### src/rtl/vape_multi_region_monitor.sv
// vape_multi_region_monitor: per-region proof-of-execution monitor for openMSP430.
// Tracks NUM_REG executable regions, each with its own output region, and
// raises exec[i] once region i ran atomically from ER_min to ER_max with no
// tampering. The META window and secure ROM are protected for every channel.
// Optional feature macro: VAPE_VIOL_LOG_EN adds the viol_cause port, which
// holds the code of the last violation per channel.
module vape_multi_region_monitor #(
  parameter int unsigned NUM_REG   = 2,
  parameter logic [15:0] META_MIN  = 16'hFF00,
  parameter logic [15:0] META_MAX  = 16'hFF07,
  parameter logic [15:0] SMEM_BASE = 16'hA000,
  parameter logic [15:0] SMEM_SIZE = 16'h4000
) (
  input  logic                    clk,
  input  logic                    reset_n,
  input  logic [15:0]             pc,
  input  logic                    data_en,
  input  logic                    data_wr,
  input  logic [15:0]             data_addr,
  input  logic                    dma_en,
  input  logic [15:0]             dma_addr,
  input  logic                    irq,
  input  logic [16*NUM_REG-1:0]   er_min_bus,
  input  logic [16*NUM_REG-1:0]   er_max_bus,
  input  logic [16*NUM_REG-1:0]   or_min_bus,
  input  logic [16*NUM_REG-1:0]   or_max_bus,
  output logic [NUM_REG-1:0]      exec,
  output logic                    exec_any
`ifdef VAPE_VIOL_LOG_EN
  ,
  output logic [3*NUM_REG-1:0]    viol_cause
`endif
);

  localparam int unsigned AW = 16;
  localparam int unsigned CW = 3;
  // One past the last secure ROM address; 17 bits so BASE+SIZE cannot wrap.
  localparam logic [AW:0] SMEM_END = 17'(SMEM_BASE) + 17'(SMEM_SIZE);

  typedef enum logic [1:0] {
    S_IDLE = 2'd0,
    S_RUN  = 2'd1,
    S_DONE = 2'd2
  } state_t;

  // Unsigned inclusive range test.
  function automatic logic in_rng(input logic [AW-1:0] a,
                                  input logic [AW-1:0] lo,
                                  input logic [AW-1:0] hi);
    return (a >= lo) && (a <= hi);
  endfunction

  logic [AW-1:0] r_prev_pc;
  logic          w_cpu_wr;
  logic          w_data_sys;
  logic          w_dma_sys;

  assign w_cpu_wr = data_en & data_wr;

  // Addresses that are write-protected for every channel (META window, secure ROM).
  assign w_data_sys = in_rng(data_addr, META_MIN, META_MAX) ||
                      ((data_addr >= SMEM_BASE) && (17'(data_addr) < SMEM_END));
  assign w_dma_sys  = in_rng(dma_addr, META_MIN, META_MAX) ||
                      ((dma_addr >= SMEM_BASE) && (17'(dma_addr) < SMEM_END));

  // Previous instruction address, shared by all channels.
  always_ff @(posedge clk or negedge reset_n) begin
    if (!reset_n) r_prev_pc <= '0;
    else          r_prev_pc <= pc;
  end

  for (genvar gi = 0; gi < NUM_REG; gi++) begin : g_ch
    logic [AW-1:0]   w_er_min, w_er_max, w_or_min, w_or_max;
    logic [4*AW-1:0] w_cfg;
    logic [4*AW-1:0] r_cfg_shadow;
    state_t          r_state, w_state_nxt;
    logic            w_pc_in_er, w_ppc_in_er, w_run;
    logic            w_v_prot, w_v_or, w_v_irq, w_v_dma;
    logic            w_v_exit, w_v_entry, w_v_cfg, w_viol;
    logic            w_exec_ch;

    assign w_er_min = er_min_bus[AW*gi +: AW];
    assign w_er_max = er_max_bus[AW*gi +: AW];
    assign w_or_min = or_min_bus[AW*gi +: AW];
    assign w_or_max = or_max_bus[AW*gi +: AW];
    assign w_cfg    = {w_er_min, w_er_max, w_or_min, w_or_max};

    assign w_pc_in_er  = in_rng(pc, w_er_min, w_er_max);
    assign w_ppc_in_er = in_rng(r_prev_pc, w_er_min, w_er_max);
    assign w_run       = (r_state == S_RUN);

    // Individual violation terms; any one of them aborts the channel.
    assign w_v_prot  = (w_cpu_wr && (in_rng(data_addr, w_er_min, w_er_max) || w_data_sys)) ||
                       (dma_en   && (in_rng(dma_addr,  w_er_min, w_er_max) || w_dma_sys));
    assign w_v_or    = (w_cpu_wr && in_rng(data_addr, w_or_min, w_or_max) && !w_pc_in_er) ||
                       (dma_en   && in_rng(dma_addr,  w_or_min, w_or_max));
    assign w_v_irq   = w_run && irq;
    assign w_v_dma   = w_run && dma_en;
    assign w_v_exit  = w_run && !w_pc_in_er && (r_prev_pc != w_er_max);
    assign w_v_entry = w_run && w_pc_in_er && !w_ppc_in_er && (pc != w_er_min);
    assign w_v_cfg   = (w_cfg != r_cfg_shadow) || (w_er_min > w_er_max) || (w_or_min > w_or_max);
    assign w_viol    = w_v_prot | w_v_or | w_v_irq | w_v_dma | w_v_exit | w_v_entry | w_v_cfg;

    // Config shadow reloads every cycle so any edit shows up as a one-cycle mismatch.
    always_ff @(posedge clk or negedge reset_n) begin
      if (!reset_n) r_cfg_shadow <= '0;
      else          r_cfg_shadow <= w_cfg;
    end

    // FSM state register.
    always_ff @(posedge clk or negedge reset_n) begin
      if (!reset_n) r_state <= S_IDLE;
      else          r_state <= w_state_nxt;
    end

    // FSM next state; a violation overrides every other transition.
    always_comb begin
      w_state_nxt = r_state;
      if (w_viol) begin
        w_state_nxt = S_IDLE;
      end else begin
        case (r_state)
          S_IDLE:  if (pc == w_er_min) w_state_nxt = S_RUN;
          S_RUN:   if ((r_prev_pc == w_er_max) && !w_pc_in_er) w_state_nxt = S_DONE;
          S_DONE:  if (pc == w_er_min) w_state_nxt = S_RUN;
          default: w_state_nxt = S_IDLE;
        endcase
      end
    end

    // FSM output decode: proof flag is a pure decode of the state flops.
    always_comb begin
      w_exec_ch = 1'b0;
      if (r_state == S_DONE) w_exec_ch = 1'b1;
    end

    assign exec[gi] = w_exec_ch;

`ifdef VAPE_VIOL_LOG_EN
    logic [CW-1:0] w_code;
    logic [CW-1:0] r_cause;

    // Lowest code wins when several violations coincide.
    always_comb begin
      w_code = CW'(0);
      if      (w_v_prot)  w_code = CW'(1);
      else if (w_v_or)    w_code = CW'(2);
      else if (w_v_irq)   w_code = CW'(3);
      else if (w_v_dma)   w_code = CW'(4);
      else if (w_v_exit)  w_code = CW'(5);
      else if (w_v_entry) w_code = CW'(6);
      else if (w_v_cfg)   w_code = CW'(7);
    end

    // Latch the cause on each violation; a fresh entry into RUN clears it.
    always_ff @(posedge clk or negedge reset_n) begin
      if (!reset_n)                                     r_cause <= '0;
      else if (w_viol)                                  r_cause <= w_code;
      else if ((w_state_nxt == S_RUN) && (r_state != S_RUN)) r_cause <= '0;
    end

    assign viol_cause[CW*gi +: CW] = r_cause;
`endif
  end

  assign exec_any = |exec;

endmodule

### config.mk
export PLATFORM = sky130hd
export DESIGN_NAME = vape_multi_region_monitor
export DESIGN_NICKNAME = d
export VERILOG_FILES = /design/src/rtl/vape_multi_region_monitor.sv
export SDC_FILE = /design/constraint.sdc
export NUM_CORES = 1
export LEC_CHECK = 0
export BUFFER_PORTS_ARGS = -buffer_cell sky130_fd_sc_hd__buf_4
export CAP_MARGIN = 20
export CORE_ASPECT_RATIO = 1.1
export CORE_UTILIZATION = 30
export DETAILED_ROUTE_END_ITERATION = 12
export GPL_ROUTABILITY_DRIVEN = 0
export PLACE_DENSITY = 0.51
export SLEW_MARGIN = 10
export SYNTH_ARGS = -nofsm -noshare
export SYNTH_HDL_FRONTEND = slang
export SYNTH_SLANG_ARGS = --single-unit
### constraint.sdc
create_clock -name clk -period 2.7 [get_ports clk]
set_input_delay 0.54 -clock clk [delete_from_list [all_inputs] [get_ports clk]]
set_output_delay 0.54 -clock clk [all_outputs]
set_load 0.01 [all_outputs]
Yosys cells after proc, flatten, opt, wreduce, memory -nomap -nowiden
Cells that the tools add are included.

Flip-flop bits (word level): 148. Output and inout port bits: 3. Bits of input ports: 182.

Muxes and demuxes: 10. Order comparisons: 36. Reduce and logical (&&, ||, !) cells: 67. Bitwise operators: 13. Equal/unequal tests: 18.

Operators by type and width (number): 16-bit greater-or-equal comparator (12); 16-bit <= comparator (12); 64-bit inequality test (2); 16-bit equality test (4); 16-bit greater-or-equal comparator (second input constant) (4); 16-bit > comparator (4); 16-bit inequality test (4); 1-bit logical AND (42); 16-bit <= comparator (second input constant) (2); 16-bit less-than comparator (second input constant) (2); 1-bit logical OR (14); 2-bit 2-to-1 mux (6); 3-bit by 1-bit inequality test with 1-bit output (second input constant) (4); 1-bit OR (12); 2-bit case mux with 2 select lines (2); 2-bit OR reduction (3); 2-bit by 1-bit equality test with 1-bit output (second input constant) (2); 2-bit equality test (second input constant) (2); 1-bit logical NOT (4); 2-bit logical NOT (2); 2-bit AND reduction (2); 1-bit 2-to-1 mux (2); 1-bit bitwise AND (1).

Depth between registers and ports, before layout
Gate-level depths: netlist of run 1.

Depth after elaboration: 14. Gate-level depth with buffers: 10. Depth with buffers taken out: 10.

Least setup slack after synthesis of run 1
OpenSTA, ideal clock, no wires.

Kind: input -> register. Start: in er_min_bus[2]. End: reg g_ch[0].r_state[1]. Data arrival time: 2.468 ns. Slack: 0.111 ns. Path buffers: 0. Stages on the path: 10. Cell sequence: inv_1 > ha_1 > a21o_1 > a221o_1 > a221oi_1 > o211a_1 > a21oi_2 > o311a_1 > o2111a_1 > nor2b_2.

Longest elaborated chain between the ends: 13.

Ends and longest elaborated chain: start, declared (line 23) `input logic [16*NUM_REG-1:0] er_min_bus,`; 16-bit greater-or-equal comparator (line 50) `return (a >= lo) && (a <= hi);`; 1-bit logical AND (line 50); 1-bit logical OR, or another cell as far along (line 93) `assign w_v_prot = (w_cpu_wr && (in_rng(data_addr, w_er_min, w_er_max) || w_data_sys)) ||`; 1-bit logical AND (on tied branches) (line 93, 94, 95); 1-bit logical OR (on tied branches) (line 93, 95); 1-bit OR (6 in series) (line 102) `assign w_viol = w_v_prot | w_v_or | w_v_irq | w_v_dma | w_v_exit | w_v_entry | w_v_cfg;`; 3-bit by 1-bit inequality test with 1-bit output (no source line); 2-bit AND reduction (no source line); end signal, assigned (line 113) `else r_state <= w_state_nxt;`; end, declared (line 76) `state_t r_state, w_state_nxt;`.

Parallel ways exist; a longest one is shown, timed or not. A chain may end at the register's enable or synchronous reset.

Final worst setup path of run 1
Ends and elaborated chain as after synthesis.

==> qor.txt, run 1 <==
Tcrit/Tclk final -> 0.950
number of flops mapped to enable cells by yosys -> 0
Initial DRC Count -> 1081
synth warn -> 0
first drt pass iteration count -> 5
CTS H-tree lvls -> 4
Std-Cell Core Area -> 0.0504 sq mm
CTS Buffer Depth -> 2
outcome -> finished clean
Max VDD drop -> 0.349 mV
Crit. Startpoint -> er_min_bus[2]
vias per cell -> 5.40
Top Ports -> 185
cell with the most instances after synthesis -> ha_1
total track usage -> 0.253
ANT cells -> 0
top post-synthesis cells by count -> 448 x ha_1, 148 x dfrtp_1, 138 x inv_1
sequential cell area fraction in the yosys report -> 0.241
Via Count -> 14.9k
f_max -> 390 MHz
worst hold slack -> 0.0325 ns
vias in the first global route -> 15.3k
CP cell instances -> buf_4 -> inv_1 -> ha_1 -> a21o_1 -> a221o_1 -> a221oi_2 -> o211a_1 -> a21oi_2 -> buf_4 -> o311a_1 -> o2111a_1 -> nor2b_2
width of the die -> 218 microns
Worst setup EP type -> flop
nets -> 2723
P_leak -> 10.2 nW
Clock Latency Late Sink -> 0.47 ns
Post-Layout Cell Count -> 2766
post-synth net total -> 2230
clock slew at reported path FFs -> 0.07 ns
# DRC -> 0
Top FF cell, synth -> dfrtp_1
TritonCTS clock tree -> built
CP peak stage delay -> 0.36 ns
total wire length -> 65100 microns
crit path max fanout -> 4
die extent in y -> 239 microns
PortBufs -> 184
synth unique cells -> 62
row count -> 86
largest net degree at the start of global routing -> 52
Final setup viols -> 0
GRT overflow -> 0
HPWL after DPL -> 55300 microns
Num Clock Sinks -> 148
CP arrival -> 2.92 ns
layout cell share with drive strength beyond 1 -> 0.250
final core occ -> 0.406
Placed Cells -> 2734
Area contributors post-synth -> ha_1 36%, dfrtp_1 24%, xnor2_1 4.8%
area share of the leading cell type in the synthesized netlist -> 0.365
Place WS -> -0.330 ns
WS Path Type -> in2reg
Setup TNS Final -> 0 ns
Hold Vio Cnt, Final -> 0
Synth async-reset ratio -> 1.00
Root Buffer -> clkbuf_16
hold-fix buffers at CTS -> 0
first-pass GRT wire length -> 95900 microns
CP max-delay cell -> a221o_1
area leader, netlist -> ha_1
Final ANT Viol Nets -> 0
Initial Util -> 0.305
R2R Path Start -> r_prev_pc[0]$_DFF_PN0_
max cap viols -> 0
Crit path required time -> 3.06 ns
Worst-Margin Slew -> 0.578 ns
FF+latch count, synth -> 148
Area growth syn-to-layout -> 33.0%
final worst-path setup slack -> 0.136 ns
Cell Area, Synth -> 0.0154 sq mm
TritonCTS Buffers -> 17
Post-CTS Setup Inserts -> 0
max-slew violations -> 0
post-synthesis cell count -> 1600
crit start category -> input pin
fillers -> 5048
RSZ-0062 raised after global routing -> no
Clock Skew -> 0.0115 ns
pwr dens -> 364 mW/mm^2
syn avg cell area -> 9.61 sq um
most frequent CP cell -> buf_4
post-DR wirelength/cell -> 23.5 microns
worst hold path class -> in2async
minimum clock period -> 2.56 ns
die area -> 0.0521 sq mm
slew margin rel. -> 0.615
initial antenna violation count -> 0
==> metal layers <==
layer	track usage	vias up	share of wire
met5	0	-	0
met4	0.0894	0	0.032
met3	0.0306	119	0.050
met2	0.431	507	0.47
met1	0.327	7232	0.45
li1	-	7066	-
==> path summary, 6_finish.rpt <==
kind,depth (start not counted),slack [ns],end
worst min register to register,2,0.60,g_ch[0].r_state[1]$_DFFE_PN0P_
worst min-delay path,1,0.03,g_ch[1].r_cfg_shadow[21]$_DFF_PN0_
min in group clk,1,0.18,r_prev_pc[0]$_DFF_PN0_
worst max register to register,10,0.14,g_ch[0].r_state[1]$_DFFE_PN0P_
worst max-delay path,12,0.14,g_ch[0].r_state[1]$_DFFE_PN0P_
max in group asynchronous,2,1.99,g_ch[1].r_cfg_shadow[36]$_DFF_PN0_
==> repair_timing <==
item / CTS / global route
gates resized for setup: 0 / 8
endpoints found under the setup margin: 0 / 2
hold endpoints to repair: 0 / 0
==> area by class of cell <==
type,instances,area (sq um),area share
well taps,660,826,0.0404
clock buffers,19,453,0.0222
repair buffers,476,3690,0.180
inverters,138,518,0.0253
flip-flops and latches,148,3710,0.182
clock inverters,13,100,0.00490
multi-input cells,1312,11100,0.545
==> state kept, by name (all words and copies together) (netlist names) <==
name / count
r_prev_pc: 16
g_ch.r_cfg_shadow: 128
g_ch.r_state: 4
==> cells in the final DEF (no fill, tap or decap), drive strengths merged, types with 22 or more instances in the layout <==
| cell | instances |
|---|---|
| nor2 | 48 |
| xnor2 | 85 |
| o211ai | 22 |
| nand2 | 67 |
| dfrtp | 148 |
| a21o | 48 |
| a21oi | 132 |
| ha | 448 |
| buf | 476 |
| xor2 | 43 |
| inv | 142 |
| nand4 | 94 |
| o21ai | 61 |
| nand3 | 28 |
| a211oi | 33 |
| nor4 | 28 |
==> report_power, final <==
| part | switching, W | internal, W | leakage, nW | total (W) |
|---|---|---|---|---|
| clock network | 0.00107 | 0.00123 | 0.259 | 0.00230 |
| logic | 0.00149 | 0.00125 | 8.26 | 0.00274 |
| registers | 0.0000726 | 0.00233 | 1.73 | 0.00240 |
| total | 0.00263 | 0.00480 | 10.2 | 0.00743 |
==> worst max-delay path, delay by kind of cell <==
family	cells	cell delay, ns
compound gates	7	1.54
buf+inv	3	0.43
fa+ha+maj	1	0.27
simple gates	1	0.14
==> kinds of logic (layout without fill, tap and decap cells) <==
group | count (synthesis) | after routing | share of synthesized area
and+or+nand+nor | 348 | 348 | 0.122
buffers and inverters | 140 | 646 | 0.0347
AOI/OAI and AO/OA | 388 | 388 | 0.165
DFF | 148 | 148 | 0.241
xor gates and xnor gates | 128 | 128 | 0.0729
adders and majority gates | 448 | 448 | 0.365
==> metrics by stage <==
| step | cell area, sq um | power, W |
|---|---|---|
| 2_1_floorplan | 15400 | 0.00369 |
| 3_3_place_gp | 19900 | 0.00505 |
| 3_5_place_dp | 19900 | 0.00514 |
| 4_1_cts | 20400 | 0.00745 |
| 5_1_grt | 20400 | 0.00784 |
| 6_report | 20400 | 0.00743 |
No activity file was read; power rests on OpenSTA's default activity.
==> inputs of run 2 (changes only) <==
PLACE_DENSITY = 0.47   (was 0.51)
==> run 2 against run 1 <==
Sequential power about the same. Clock-buffer cell count down 1. Total power up 4.7%. First-iteration DRC count up 0.37%. Maximum frequency down 0.61%. Clock power up 15%. Highest routed layer unchanged.
==> qor.txt, run 2 (synthesis gave the netlist of run 1 again) <==
final worst-path setup slack -> 0.120 ns
Top Ports -> 185
CP peak stage delay -> 0.48 ns
slew margin rel. -> 0.514
initial antenna violation count -> 0
RSZ-0062 raised after global routing -> no
CP arrival -> 2.99 ns
fillers -> 5072
Tcrit/Tclk final -> 0.956
Initial DRC Count -> 1085
Setup TNS Final -> 0 ns
Multi-input gate area -> 0.0112 sq mm
crit start category -> flop
max reg flops -> 128
outcome -> finished clean
die extent in y -> 239 microns
TritonCTS Buffers -> 17
most frequent cells in the layout -> 463 x buf_4, 448 x ha_1, 141 x dfrtp_1
# DRC -> 0
first drt pass iteration count -> 5
WS Path Type -> reg2reg
vias in the first global route -> 15.3k
PortBufs -> 184
CP max-delay cell -> dfrtp_2
Worst Reg-to-Reg Cells -> 8
first-pass GRT wire length -> 97100 microns
width of the die -> 218 microns
Max VDD drop -> 0.485 mV
TritonCTS clock tree -> built
vias per cell -> 5.38
die area -> 0.0521 sq mm
Place WS -> -0.525 ns
f_max -> 388 MHz
Std-Cell Core Area -> 0.0504 sq mm
Clock Latency Late Sink -> 0.49 ns
Hold Vio Cnt, Final -> 0
nets -> 2720
total wire length -> 66500 microns
sequential cell area -> 0.00371 sq mm
minimum clock period -> 2.58 ns
row count -> 86
worst hold path class -> in2async
Via Count -> 14.9k
CTS Buffer Depth -> 2
Top delay family on crit path -> simple AND/OR/NAND/NOR gates
Root Buffer -> clkbuf_16
CTS H-tree lvls -> 4
Initial Util -> 0.305
Crit path required time -> 3.11 ns
Clock Skew -> 0.00784 ns
R2R Path End -> g_ch[1].r_state[0]$_DFFE_PN0P_
Final ANT Viol Nets -> 0
final core occ -> 0.407
Largest regs -> g_ch.r_cfg_shadow x128, r_prev_pc x16, g_ch.r_state x4
largest net degree at the start of global routing -> 61
total track usage -> 0.260
GRT overflow -> 0
Worst R2R Setup Slack -> 0.12 ns
CP cell instances -> ha_1 -> nand4_1 -> or2_2 -> nor4_4 -> buf_4 -> a2bb2oi_1 -> o311ai_1 -> nor3_1
clock slew at reported path FFs -> 0.07 ns
R2R Path Start -> r_prev_pc[15]$_DFF_PN0_
HPWL after DPL -> 56600 microns
Num Clock Sinks -> 148
pwr dens -> 380 mW/mm^2
Top reg by flops -> g_ch.r_cfg_shadow
Worst-Margin Slew -> 0.720 ns
crit path max fanout -> 3
Post-CTS Setup Inserts -> 0
Area growth syn-to-layout -> 33.5%
Final setup viols -> 0
Worst setup EP type -> flop
max-slew violations -> 0
layout cell share with drive strength beyond 1 -> 0.250
P_leak -> 10.3 nW
post-DR wirelength/cell -> 24.1 microns
max cap viols -> 0
CP Buf/Inv Count -> 1
most common cell after layout, fill and taps aside -> buf_4
[run 2: changes by cell type in the layout (fill, tap and decap cells not counted), sizes merged, moves of 2 or more]
cell,change
bufinv,+3
clkinvlp,-5
inv,+2
buf,-3
[run 2: per-stage QoR]
step	instances	hold WS [ns]	total power, W	cell area, sq um
finish	2764	0.0500	0.00779	20500
detailed placement	2731	0.589	0.00516	19800
floorplan	1600	0.244	0.00369	15400
global route	2763	0.0714	0.00823	20500
global placement	2731	0.579	0.00508	19800
CTS	2763	0.0519	0.00784	20500
[run 2: final cells by class]
| class | instances | area share |
|---|---|---|
| Multi-Input combinational cell | 1312 | 0.544 |
| Sequential cell | 148 | 0.181 |
| Timing Repair Buffer | 473 | 0.179 |
| Tap cell | 660 | 0.0403 |
| Inverter | 138 | 0.0252 |
| Clock buffer | 18 | 0.0209 |
| Clock inverter | 14 | 0.00945 |
| Antenna cell | 1 | 0.000122 |
[run 2: layer usage]
| layer | part of all wire | global-route usage | routed length, microns |
|---|---|---|---|
| met1 | 0.45 | 0.339 | 30000 |
| met2 | 0.46 | 0.427 | 30500 |
| met3 | 0.051 | 0.0385 | 3420 |
| met4 | 0.039 | 0.109 | 2610 |
| met5 | 0 | 0 | 0 |
[run 2: report_power, final]
part	switching [W]	total [W]	internal, W	leakage [nW]
clock	0.00116	0.00264	0.00148	0.308
sequential	0.0000723	0.00240	0.00233	1.73
combinational	0.00150	0.00274	0.00125	8.26
[run 2: what timing repair did]
item / CTS / global route
hold buffers: 0 / 0
pin swaps: 0 / 1
resized for setup: 2 / 11
endpoints found under the setup margin: 2 / 4
[run 2: worst max-delay path by stage]
stage / from / endpoint / slack [ns] / cells after the start
floorplan: er_min_bus[2] / g_ch[0].r_state[1]$_DFFE_PN0P_ / 0.11 / 10
global placement: er_min_bus[2] / g_ch[0].r_state[0]$_DFFE_PN0P_ / -0.54 / 10
detailed placement: er_min_bus[1] / g_ch[0].r_state[0]$_DFFE_PN0P_ / -0.52 / 10
CTS: r_prev_pc[13]$_DFF_PN0_ / g_ch[1].r_state[0]$_DFFE_PN0P_ / 0.01 / 8
global route: r_prev_pc[15]$_DFF_PN0_ / g_ch[1].r_state[0]$_DFFE_PN0P_ / 0.02 / 8
finish: r_prev_pc[15]$_DFF_PN0_ / g_ch[1].r_state[0]$_DFFE_PN0P_ / 0.12 / 8
[run 2: worst register-to-register path: cells and delay by family (launching register included)]
kind,cells,cell delay (ns)
fa+ha+maj,1,0.34
buf+inv,1,0.19
simple gates,4,1.05
flops,1,0.48
compound gates,2,0.44
